--- src/rtl/btn_debouncer_pkg.sv ---
`default_nettype none
// ============================================================================
// Module      : btn_debouncer_pkg
// Description : Shared Simon constants: debouncer FSM encoding, debounce
//               default and button indices used by the LED/tone mapping.
// Revision    : 1.0 - initial release
// ============================================================================
package btn_debouncer_pkg;

    localparam int c_debounce_cycles_default = 500000;
    localparam int c_num_btns                = 4;

    localparam logic [1:0] c_st_idle         = 2'd0;
    localparam logic [1:0] c_st_press_wait   = 2'd1;
    localparam logic [1:0] c_st_held         = 2'd2;
    localparam logic [1:0] c_st_release_wait = 2'd3;

    // Button indices shared with the LED and tone lookup tables
    localparam logic [1:0] c_btn_green  = 2'd0;
    localparam logic [1:0] c_btn_red    = 2'd1;
    localparam logic [1:0] c_btn_yellow = 2'd2;
    localparam logic [1:0] c_btn_blue   = 2'd3;

    function automatic logic is_onehot4(input logic [3:0] v);
        return (v != 4'b0000) && ((v & (v - 4'd1)) == 4'b0000);
    endfunction

    function automatic logic [1:0] onehot_index4(input logic [3:0] v);
        logic [1:0] idx;
        idx = 2'd0;
        for (int i = 0; i < 4; i++) begin
            if (v[i]) idx = 2'(i);
        end
        return idx;
    endfunction

    function automatic logic [3:0] onehot4(input logic [1:0] idx);
        return 4'b0001 << idx;
    endfunction

endpackage
`default_nettype wire

--- src/rtl/sync_2ff.sv ---
`default_nettype none
// ============================================================================
// Module      : sync_2ff
// Description : Two-flop synchronizer for a vector of independent async bits.
// Revision    : 1.0 - initial release
// ============================================================================
module sync_2ff #(
    parameter int WIDTH = 4
) (
    input  logic             clk,
    input  logic             rst,
    input  logic [WIDTH-1:0] i_d,
    output logic [WIDTH-1:0] o_q
);

    logic [WIDTH-1:0] r_meta;
    logic [WIDTH-1:0] r_sync;

    // Bits are synchronized individually; no cross-bit coherency is implied
    always_ff @(posedge clk or posedge rst) begin
        if (rst) begin
            r_meta <= '0;
            r_sync <= '0;
        end else begin
            r_meta <= i_d;
            r_sync <= r_meta;
        end
    end

    assign o_q = r_sync;

endmodule
`default_nettype wire

--- src/rtl/btn_debouncer.sv ---
`default_nettype none
// ============================================================================
// Module      : btn_debouncer
// Description : Accepts a single debounced push-button press/release and
//               reports the button index with registered level and strobes.
// Revision    : 1.0 - initial release
// ============================================================================
module btn_debouncer
    import btn_debouncer_pkg::*;
#(
    parameter int DEBOUNCE_CYCLES = c_debounce_cycles_default
) (
    input  logic       clk,
    input  logic       reset,
    input  logic [3:0] btns,
    output logic [1:0] num,
    output logic       pressed,
    output logic       press_pulse,
    output logic       release_pulse
);

    localparam int                c_cnt_w   = $clog2(DEBOUNCE_CYCLES) + 1;
    localparam logic [c_cnt_w-1:0] c_cnt_one = c_cnt_w'(1);
    localparam logic [c_cnt_w-1:0] c_cnt_max = c_cnt_w'(DEBOUNCE_CYCLES - 1);

    logic [3:0]         w_s;
    logic [1:0]         r_state;
    logic [c_cnt_w-1:0] r_cnt;
    logic [1:0]         r_cand;
    logic [1:0]         r_num;
    logic               r_pressed;
    logic               r_press_pulse;
    logic               r_release_pulse;

    sync_2ff #(
        .WIDTH (c_num_btns)
    ) u_sync (
        .clk (clk),
        .rst (reset),
        .i_d (btns),
        .o_q (w_s)
    );

    always_ff @(posedge clk or posedge reset) begin
        if (reset) begin
            r_state         <= c_st_idle;
            r_cnt           <= '0;
            r_cand          <= 2'd0;
            r_num           <= 2'd0;
            r_pressed       <= 1'b0;
            r_press_pulse   <= 1'b0;
            r_release_pulse <= 1'b0;
        end else begin
            r_press_pulse   <= 1'b0;
            r_release_pulse <= 1'b0;
            case (r_state)
                c_st_idle: begin
                    if (is_onehot4(w_s)) begin
                        r_cand  <= onehot_index4(w_s);
                        r_cnt   <= c_cnt_one;
                        r_state <= c_st_press_wait;
                    end
                end
                c_st_press_wait: begin
                    if (w_s == onehot4(r_cand)) begin
                        if (r_cnt == c_cnt_max) begin
                            r_state       <= c_st_held;
                            r_pressed     <= 1'b1;
                            r_num         <= r_cand;
                            r_press_pulse <= 1'b1;
                        end else begin
                            r_cnt <= r_cnt + c_cnt_one;
                        end
                    end else begin
                        r_state <= c_st_idle;
                    end
                end
                // Only the accepted button matters while held; others are ignored
                c_st_held: begin
                    if (!w_s[r_cand]) begin
                        r_cnt   <= c_cnt_one;
                        r_state <= c_st_release_wait;
                    end
                end
                c_st_release_wait: begin
                    if (!w_s[r_cand]) begin
                        if (r_cnt == c_cnt_max) begin
                            r_state         <= c_st_idle;
                            r_pressed       <= 1'b0;
                            r_release_pulse <= 1'b1;
                        end else begin
                            r_cnt <= r_cnt + c_cnt_one;
                        end
                    end else begin
                        r_state <= c_st_held;
                    end
                end
                default: r_state <= c_st_idle;
            endcase
        end
    end

    assign num           = r_num;
    assign pressed       = r_pressed;
    assign press_pulse   = r_press_pulse;
    assign release_pulse = r_release_pulse;

endmodule
`default_nettype wire

--- config.mk ---
export PLATFORM = sky130hd
export DESIGN_NAME = btn_debouncer
export DESIGN_NICKNAME = d
export VERILOG_FILES = /design/src/rtl/btn_debouncer_pkg.sv /design/src/rtl/sync_2ff.sv /design/src/rtl/btn_debouncer.sv
export SDC_FILE = /design/constraint.sdc
export NUM_CORES = 1
export LEC_CHECK = 0
export ABC_AREA = 1
export CAP_MARGIN = 20
export CORE_UTILIZATION = 54
export DETAILED_ROUTE_END_ITERATION = 16
export HOLD_SLACK_MARGIN = 0.1
export PLACE_DENSITY_LB_ADDON = 0.15
export SETUP_SLACK_MARGIN = 0.15
export SLEW_MARGIN = 20
export SYNTH_ARGS = -nofsm -noshare
export SYNTH_HDL_FRONTEND = slang
export SYNTH_HIERARCHICAL = 1
export SYNTH_SLANG_ARGS = --single-unit
--- constraint.sdc ---
create_clock -name clk -period 1.79 [get_ports clk]
set_clock_uncertainty 0.05 [all_clocks]
set_input_delay 0.2685 -clock clk [delete_from_list [all_inputs] [get_ports clk]]
set_output_delay 0.2685 -clock clk [all_outputs]
set_load 0.005 [all_outputs]
# Word level (Yosys, flattened, before mapping)
# Index checks and enable logic that the tools add are counted.
# W data, S select, Z words.
[classes]
n_reduce_logical = 10
order_cmp = 1
add_sub_neg = 2
eq_ne = 13
bitwise = 1
shift = 1
mux = 28
[op_table]
columns = ["cell", "count"]
rows = [
  ["$mux W20", 5],
  ["$pmux W20 S4", 1],
  ["$add A20 B1 Y20 const B", 1],
  ["$eq A20 B19 Y1 const B", 1],
  ["$mux W2", 8],
  ["$ne A2 B2 Y1 const B", 6],
  ["$mux W1", 11],
  ["$pmux W2 S4", 1],
  ["$reduce_and A4 Y1", 2],
  ["$ne A3 B3 Y1 const B", 2],
  ["$reduce_and A5 Y1", 1],
  ["$and A4 B4 Y4", 1],
  ["$eq A2 B2 Y1 const B", 2],
  ["$eq A4 B4 Y1", 1],
  ["$logic_not A4 Y1", 1],
  ["$reduce_bool A4 Y1", 1],
  ["$shl A1 B2 Y4 const A", 1],
  ["$sub A4 B1 Y4 const B", 1],
  ["$lt A2 B3 Y1 const B", 1],
  ["$reduce_and A3 Y1", 1],
  ["$bmux W1 S2", 1],
  ["$eq A2 B1 Y1 const B", 1],
  ["$logic_not A2 Y1", 1],
  ["$pmux W1 S2", 1],
  ["other kinds (3)", 3],
]
[word_totals]
regBits = 37
word_cells = 65
output_inout_bits = 5

# Logic depth before layout (Yosys ltp)
[logic_depth]
depth_word = 6
ltp_mapped = 12
mapped_depth_nobuf = 12

# Cells and area by module
# Netlist, hierarchy kept.
[modules_own_cells]
columns = ["module", "seq_area_each_um2", "cells_per_inst", "instances", "area_each_um2"]
rows = [
  ["btn_debouncer", 725.7, 351, 1, 2144.6],
  ["sync_2ff", 200.2, 9, 1, 203.9],
]

# Least setup slack after synthesis
# No wires, ideal clock.
[synth_path]
path_type = "reg-to-reg"
from = "reg r_cnt[0]"
to = "reg r_cnt[14]"
required_ns = 1.623
stages_incl_launch_ff = 11
period_less_slack_ns = 1.705
t_arrival_ns = 1.538
path_slack_ns = 0.085
cell_sequence = "dfrtp_1 ha_1 nand2_1 nor2_1 nand3_2 nor2_4 nor2_4 nand2_4 buf_6 nand2_1 nand2_1"
[synth_via]
elab_chain_len = 4
word_cells_on_any_way = 6
classes_between = "1 x add/sub; 1 x eq/ne; 4 x mux"
[synth_rtl]
columns = ["element", "line_no", "text"]
rows = [
  ["start, declared", "btn_debouncer.sv:28", "logic [c_cnt_w-1:0] r_cnt;"],
  ["start signal, assigned", "btn_debouncer.sv:60", "r_cnt <= c_cnt_one;"],
  ["start signal, assigned", "btn_debouncer.sv:72", "r_cnt <= r_cnt + c_cnt_one;"],
  ["start signal, assigned", "btn_debouncer.sv:81", "r_cnt <= c_cnt_one;"],
  ["$add A20 B1 Y20 / $eq A20 B19 Y1 (equally long branches)", "-", ""],
  ["$mux W20 (*)", "btn_debouncer.sv:66, btn_debouncer.sv:87", ""],
  ["$mux W20 (on tied branches)", "btn_debouncer.sv:86, btn_debouncer.sv:65", ""],
  ["$pmux W20 S4 (*)", "btn_debouncer.sv:56", "case (r_state)"],
]
# Mark *: on every way between the ends. The rest lies on a longest branch, timed or not. The select of a mux whose other input is x is not followed.
# A chain may end at the register's enable or synchronous reset.

# Worst setup path in the final report
[layout_path]
from = "reg r_cnt[9]"
to = "reg r_cnt[13]"
# The elaborated chain is that of the path after synthesis.

==> reports/qor.yml <==
boundaryPins: 11
postRouteWirelength_um: 6546
hold_viol_final: 0
ir_worst_vdd_v: 0.0007363
drv_slew: 0
syn_nets: 367
die_width_um: 67.95
layout-area-overhead-vs-synth_pct: 31.11
post_route_cells_drive_above_1_share_pct: 23.21
detail-route-antenna-nets: 0
worst-slew-pin-transition_ps: 385.1
layout.nets: 424
critical_path_required_ps: 1930
dr_total_vias: 2593
largest_net_degree_at_the_start_of_global_routing: 30
post_drt_wl_per_cell_um: 13.99
route.met2.wl_um: 2820
timing.setup.tns_ps: 0
worst-path-max-fanout: 4
critPathCaptureType: "register"
min-delay-path-class: "input port to async pin"
final.period_utilization_pct: 94.23
grt_pass1_vias: 2279
post-place-ws_ps: -145.0
post_synth_fa_ha_maj_area_fraction_pct: 0.5328
crit_path_cell_trace: "inv_1 -> nand3_1 -> nor2_2 -> nand3_2 -> nor2_4 -> nor2_4 -> buf_6 -> buf_4 -> nand3_1 -> nand2_1"
clkTransAtPathRegs_ps: 80
grt_remaining_overflow: 0
outcome: "complete, no violations"
fmax_ghz: 0.5929
clock_path_buffers: 2
highest_signal_layer: "met4"
final_common_cell: "sky130_fd_sc_hd__nand2_1"
synth_compound_gate_area_share_pct: 4.102
detail_route.drc_violations: 0
number_of_placed_instances_with_taps_included: 442
timing.critical_path.from_type: "register"
insertion_delay_ps: 300
wirelength_met1_um: 2893
slowest_stage: "sky130_fd_sc_hd__dfrtp_1"
clock-sinks: 37
power.density_cell_area_mw_per_mm2: 1034
grt_antenna_before_repair: 0
fp.dieArea_mm2: 0.004617
dr.first_iter.drc_count: 272
fp-row-count: 23
firstDrtPassIters: 5
post-route-min-period_ps: 1687
number_of_setup_violations_in_the_final_report: 0
yosysWarningCount: 6
commonest_non_fill_non_tap_cells_in_the_layout: "sky130_fd_sc_hd__nand2_1 (133), sky130_fd_sc_hd__nor2_1 (51), sky130_fd_sc_hd__buf_4 (39)"
synth_area_per_cell_um2: 6.524
final.setup.worst_slack_ps: 103.2
globalplace.congestion: 0.9582
cts_inserted_buffers: 5
yosys_register_bits: 37
total_length_of_routed_met3_wires_um: 640
floorplan.initialDensity_pct: 57.47
worst_path_largest_cell_delay_ps: 390
tritoncts_clock_tree: "yes"
final-instance-count-excl-fill: 468
slew-limit-headroom_pct: 74.13
yosys.area_share.simple_pct: 47.79
synth.area.mux_share_pct: 0
power.static_leakage_nw: 1.464
cap_viol_max_count: 0
synth-xor-area-share_pct: 1.119
hpwlAfterDp_um: 4245
synth_cells: 360
first_pass_grt_wire_length_um: 10180
yosysSeqAreaShare_pct: 39.42
core_area_mm2: 0.004086
rsz_0062_raised_after_global_routing: "true"
grt_use_total_pct: 29.83
via_per_inst: 5.541
worst_ep_arrival_time_ps: 1830
criticalPathCategory: "register to register"
critPathBufInv: 3
syn-cell-area_mm2: 0.002349
cts.htree.levels: 2
cts_root_buf: "sky130_fd_sc_hd__clkbuf_8"
chipHeight_um: 67.95
timing.critical_path.max_delay_family: "simple AND/OR/NAND/NOR gates"
synth_top_family_by_area: "simple AND/OR/NAND/NOR gates"
final_antenna_diode_count: 0
placement.io_buffers: 10
synth.lib_cells_used.distinct: 26
==> cell type report <==
type	count	area (um2)
multi-input cells	283	1364
inverters	35	136.4
clock inverters	3	25.02
clock buffers	5	68.82
flip-flops and latches	37	935.9
fillers	317	1007
well taps	50	62.56
repair buffers	55	486.7
==> final timing paths <==
| kind | from | endpoint | slack (ps) | cells after the start |
|---|---|---|---|---|
| min | reset | u_sync/r_meta[0] | 170 | 2 |
| max in group asynchronous | reset | r_cnt[0] | 1060 | 3 |
| min in group clk | u_sync/r_meta[3] | u_sync/o_q[3] | 310 | 0 |
| min reg2reg | u_sync/r_meta[3] | u_sync/o_q[3] | 310 | 0 |
| max reg2reg | r_cnt[9] | r_cnt[13] | 100 | 10 |
| max | r_cnt[9] | r_cnt[13] | 100 | 10 |
==> cell usage after synthesis <==
cell / instances / share of area [%]
sky130_fd_sc_hd__nand2_4: 1 / 0.48
sky130_fd_sc_hd__clkinv_1: 1 / 0.16
sky130_fd_sc_hd__ha_1: 1 / 0.53
sky130_fd_sc_hd__nor2_1: 62 / 9.9
sky130_fd_sc_hd__clkbuf_1: 2 / 0.32
sky130_fd_sc_hd__nor3_1: 8 / 1.7
sky130_fd_sc_hd__nand3_1: 36 / 7.7
sky130_fd_sc_hd__o21bai_1: 4 / 1.3
sky130_fd_sc_hd__nand3_2: 3 / 1.3
sky130_fd_sc_hd__nor3b_1: 1 / 0.32
sky130_fd_sc_hd__buf_4: 2 / 0.64
sky130_fd_sc_hd__o21ai_0: 8 / 1.7
sky130_fd_sc_hd__nor2_4: 3 / 1.4
sky130_fd_sc_hd__xor2_1: 2 / 0.75
sky130_fd_sc_hd__nor2_2: 1 / 0.27
sky130_fd_sc_hd__nand4_1: 6 / 1.6
sky130_fd_sc_hd__a21oi_4: 1 / 0.69
sky130_fd_sc_hd__buf_6: 1 / 0.48
sky130_fd_sc_hd__dfrtp_1: 37 / 39
sky130_fd_sc_hd__xnor2_1: 1 / 0.37
sky130_fd_sc_hd__inv_2: 2 / 0.32
sky130_fd_sc_hd__a21oi_1: 2 / 0.43
sky130_fd_sc_hd__nand3b_1: 1 / 0.32
sky130_fd_sc_hd__nand2_1: 141 / 23
sky130_fd_sc_hd__and2_1: 1 / 0.27
sky130_fd_sc_hd__inv_1: 32 / 5.1
==> where the power goes <==
| part | switching, mW | internal (mW) | total, mW |
|---|---|---|---|
| clock | 0.344 | 0.281 | 0.625 |
| combinational | 0.906 | 0.608 | 1.51 |
| sequential | 0.125 | 0.921 | 1.05 |
==> timing repair <==
action,in CTS,in global routing
gates resized for setup,10,38
hold buffers,0,0
cloned,0,1
pin swaps,6,9
buffers inserted,6,11
setup endpoints to repair,22,23
==> worst register-to-register path: cells and delay by family, from the launching register on <==
kind	cells	cell delay (ps)
simple gates	7	760
flops	1	390
buf+inv	3	390
==> kinds of logic (layout without fill, tap and decap cells) <==
logic type | Yosys count | after routing
fa+ha+maj | 1 | 1
buf+inv | 40 | 98
simple gates | 264 | 264
flops | 37 | 37
compound gates | 15 | 15
xor+xnor | 3 | 3
==> per-stage QoR <==
step	instance area [um2]	util (%)	total power [mW]	hold WS [ps]
2_1_floorplan	2362	-	1.765	34.16
3_3_place_gp	2694	65.92	2.019	283.4
3_5_place_dp	2694	65.92	2.047	287.9
4_1_cts	2856	69.90	2.752	174.3
5_1_grt	3079	75.35	3.333	216.8
6_report	3079	75.35	3.185	171.2
==> registers in the layout, summed over array words and instances (netlist names) <==
name and count:
r_cand 2, press_pulse 1, release_pulse 1, r_cnt 20
u_sync/o_q 4, pressed 1, num 2, u_sync/r_meta 4
r_state 2
==> metal layers <==
layer	global-route usage, %	vias to the layer above
met5	0	-
met4	11.20	0
met3	6.000	27
met2	44.24	168
met1	42.34	1155
li1	-	1243
Power figures use the tool's default switching activity.
==> RTL edit, RTL diff (same settings) <==
Add an input register stage for `btns`; this delays it by one clock.
--- a/src/rtl/btn_debouncer.sv
+++ b/src/rtl/btn_debouncer.sv
@@ -25,2 +25,8 @@
 
+    logic [3:0] btns_q;
+
+    always_ff @(posedge clk) begin
+        btns_q <= btns;
+    end
+
     logic [3:0]         w_s;
@@ -39,3 +45,3 @@
         .rst (reset),
-        .i_d (btns),
+        .i_d (btns_q),
         .o_q (w_s)
Behaviour: same outputs for any inputs over 10 cycles, from zero or initial values and one cycle with reset high; that may be too few to reach the edited logic, so the function may still have changed.
==> RTL edit against the original RTL <==
Critical path depth decreased by 1. Fmax is 2.8% higher. Total power is 3.6% lower. Final area fell by 5.2%. Sequential cell count up 4. Synthesized area is 0.43% higher. Final cell count fell by 7.5%. Clock power grew 6.4%. Via count shrank 14%. Wire length down 14%. Worst setup slack improved by 46 ps.
==> RTL edit: results (changes against the original RTL) <==
Synth Area per Inst -> 6.84 um2 (was 6.52 um2)
vias in the first global route -> 1,984 (was 2,279)
GRT met3 Usage -> 4.00% (was 6.00%)
worst-path maximum fanout -> 6 (was 4)
Post-synth ARST share -> 90.2% (was 100%)
maximum vdd drop -> 0.000825 V (was 0.000736 V)
Top pwr grp -> combinational cells (unchanged)
Seq. pwr -> 0.00112 W (was 0.00105 W)
HPWL Detailed -> 3650 um (was 4250 um)
GR Layer Usage met1 -> 38.1% (was 42.3%)
iteration-0 DRC count of the detailed router -> 179 (was 272)
post-synth cell types -> 25 (was 26)
sequential cell area fraction in the yosys report -> 42.7% (was 39.4%)
CTS Buf Count -> 5 (unchanged)
r2r startpoint -> r_cnt[7]$_DFFE_PP0P_ (was r_cnt[9]$_DFFE_PP0P_)
switching pwr -> 0.00134 W (was 0.00137 W)
GR Layer Usage met2 -> 41.1% (was 44.2%)
first drt pass iteration count -> 6 (was 5)
ranking of synthesized cells by area -> dfrtp_1 39%, nand2_1 21%, nor2_1 10% (was dfrtp_1 39%, nand2_1 23%, nor2_1 9.9%)
Static Leak -> 1.30 nW (was 1.46 nW)
H-tree levels -> 2 (unchanged)
DR WL met3 -> 400 um (was 640 um)
worst slew pin tran -> 403 ps (was 385 ps)
synth cell count leaders -> 131 x nand2_1, 63 x nor2_1, 37 x dfrtp_1 (was 141 x nand2_1, 62 x nor2_1, 37 x dfrtp_1)
met2 wire len -> 2500 um (was 2820 um)
nets -> 389 (was 424)
Overall Global Routing Usage -> 26.8% (was 29.8%)
Routed WL -> 5640 um (was 6550 um)
outcome -> finished, final reports clean (unchanged)
Synth Net Count -> 352 (was 367)
largest net degree at the start of global routing -> 30 (unchanged)
first-pass GRT wire length -> 9090 um (was 10,200 um)
Post-Synth Adder-Cell Area -> 0.531% (was 0.533%)
via density per instance -> 5.13 (was 5.54)
ratio of cells with drive above 1 in the final layout -> 24.0% (was 23.2%)
Placed Instances -> 405 (was 442)
Critical Path AT -> 1790 ps (was 1830 ps)
Worst Setup SP -> r_cnt[7]$_DFFE_PP0P_ (was r_cnt[9]$_DFFE_PP0P_)
Met1 Wirelength -> 2620 um (was 2890 um)
==> RTL edit: repair_timing <==
item	4_1_cts	5_1_grt
resized for setup	5	51
buffers inserted	4	14
endpoints found under the setup margin	23	26
cloned	1	1
pin swaps	2	12
==> RTL edit: area by class of cell <==
class	instances	area [um2]
inverter	36	140
fill	323	1170
clock inverter	3	28.8
tap	50	62.6
timing repair buffer	34	280
multi-input combinational	264	1310
clock buffer	5	68.8
sequential	41	1030
==> RTL edit: stage by stage <==
step | utilization [%] | worst slack (ps) | total power, W | cell area, um2
floorplan | - | 199 | 0.00189 | 2360
global placement | 61.7 | 80.3 | 0.00199 | 2520
detailed placement | 61.7 | 31.8 | 0.00202 | 2520
CTS | 65.5 | 97.8 | 0.00288 | 2680
global route | 71.4 | 74.7 | 0.00325 | 2920
finish | 71.4 | 149 | 0.00307 | 2920
==> RTL edit: final timing paths <==
path                       slack, ps                    endpoint  cells past startpoint
max in group asynchronous       1070       r_cnt[15]$_DFFE_PP0P_                      3
hold / removal                   170     u_sync/o_q[3]$_DFF_PP0_                      2
setup / recovery                 150       r_cnt[17]$_DFFE_PP0P_                      9
hold reg to reg                  280  u_sync/r_meta[3]$_DFF_PP0_                      0
setup reg to reg                 150       r_cnt[17]$_DFFE_PP0P_                      9
min in group clk                 280  u_sync/r_meta[3]$_DFF_PP0_                      0
==> RTL edit: worst max-delay path, stage by stage, from the launching register on <==
cell and delay (ps):
dfrtp_2 460, inv_2 70, nand4_1 130, nor2_1 170, nand4_1 160, nand2_4 170, nor2_4 60, buf_4 150
nand2_1 60, nand2_1 50
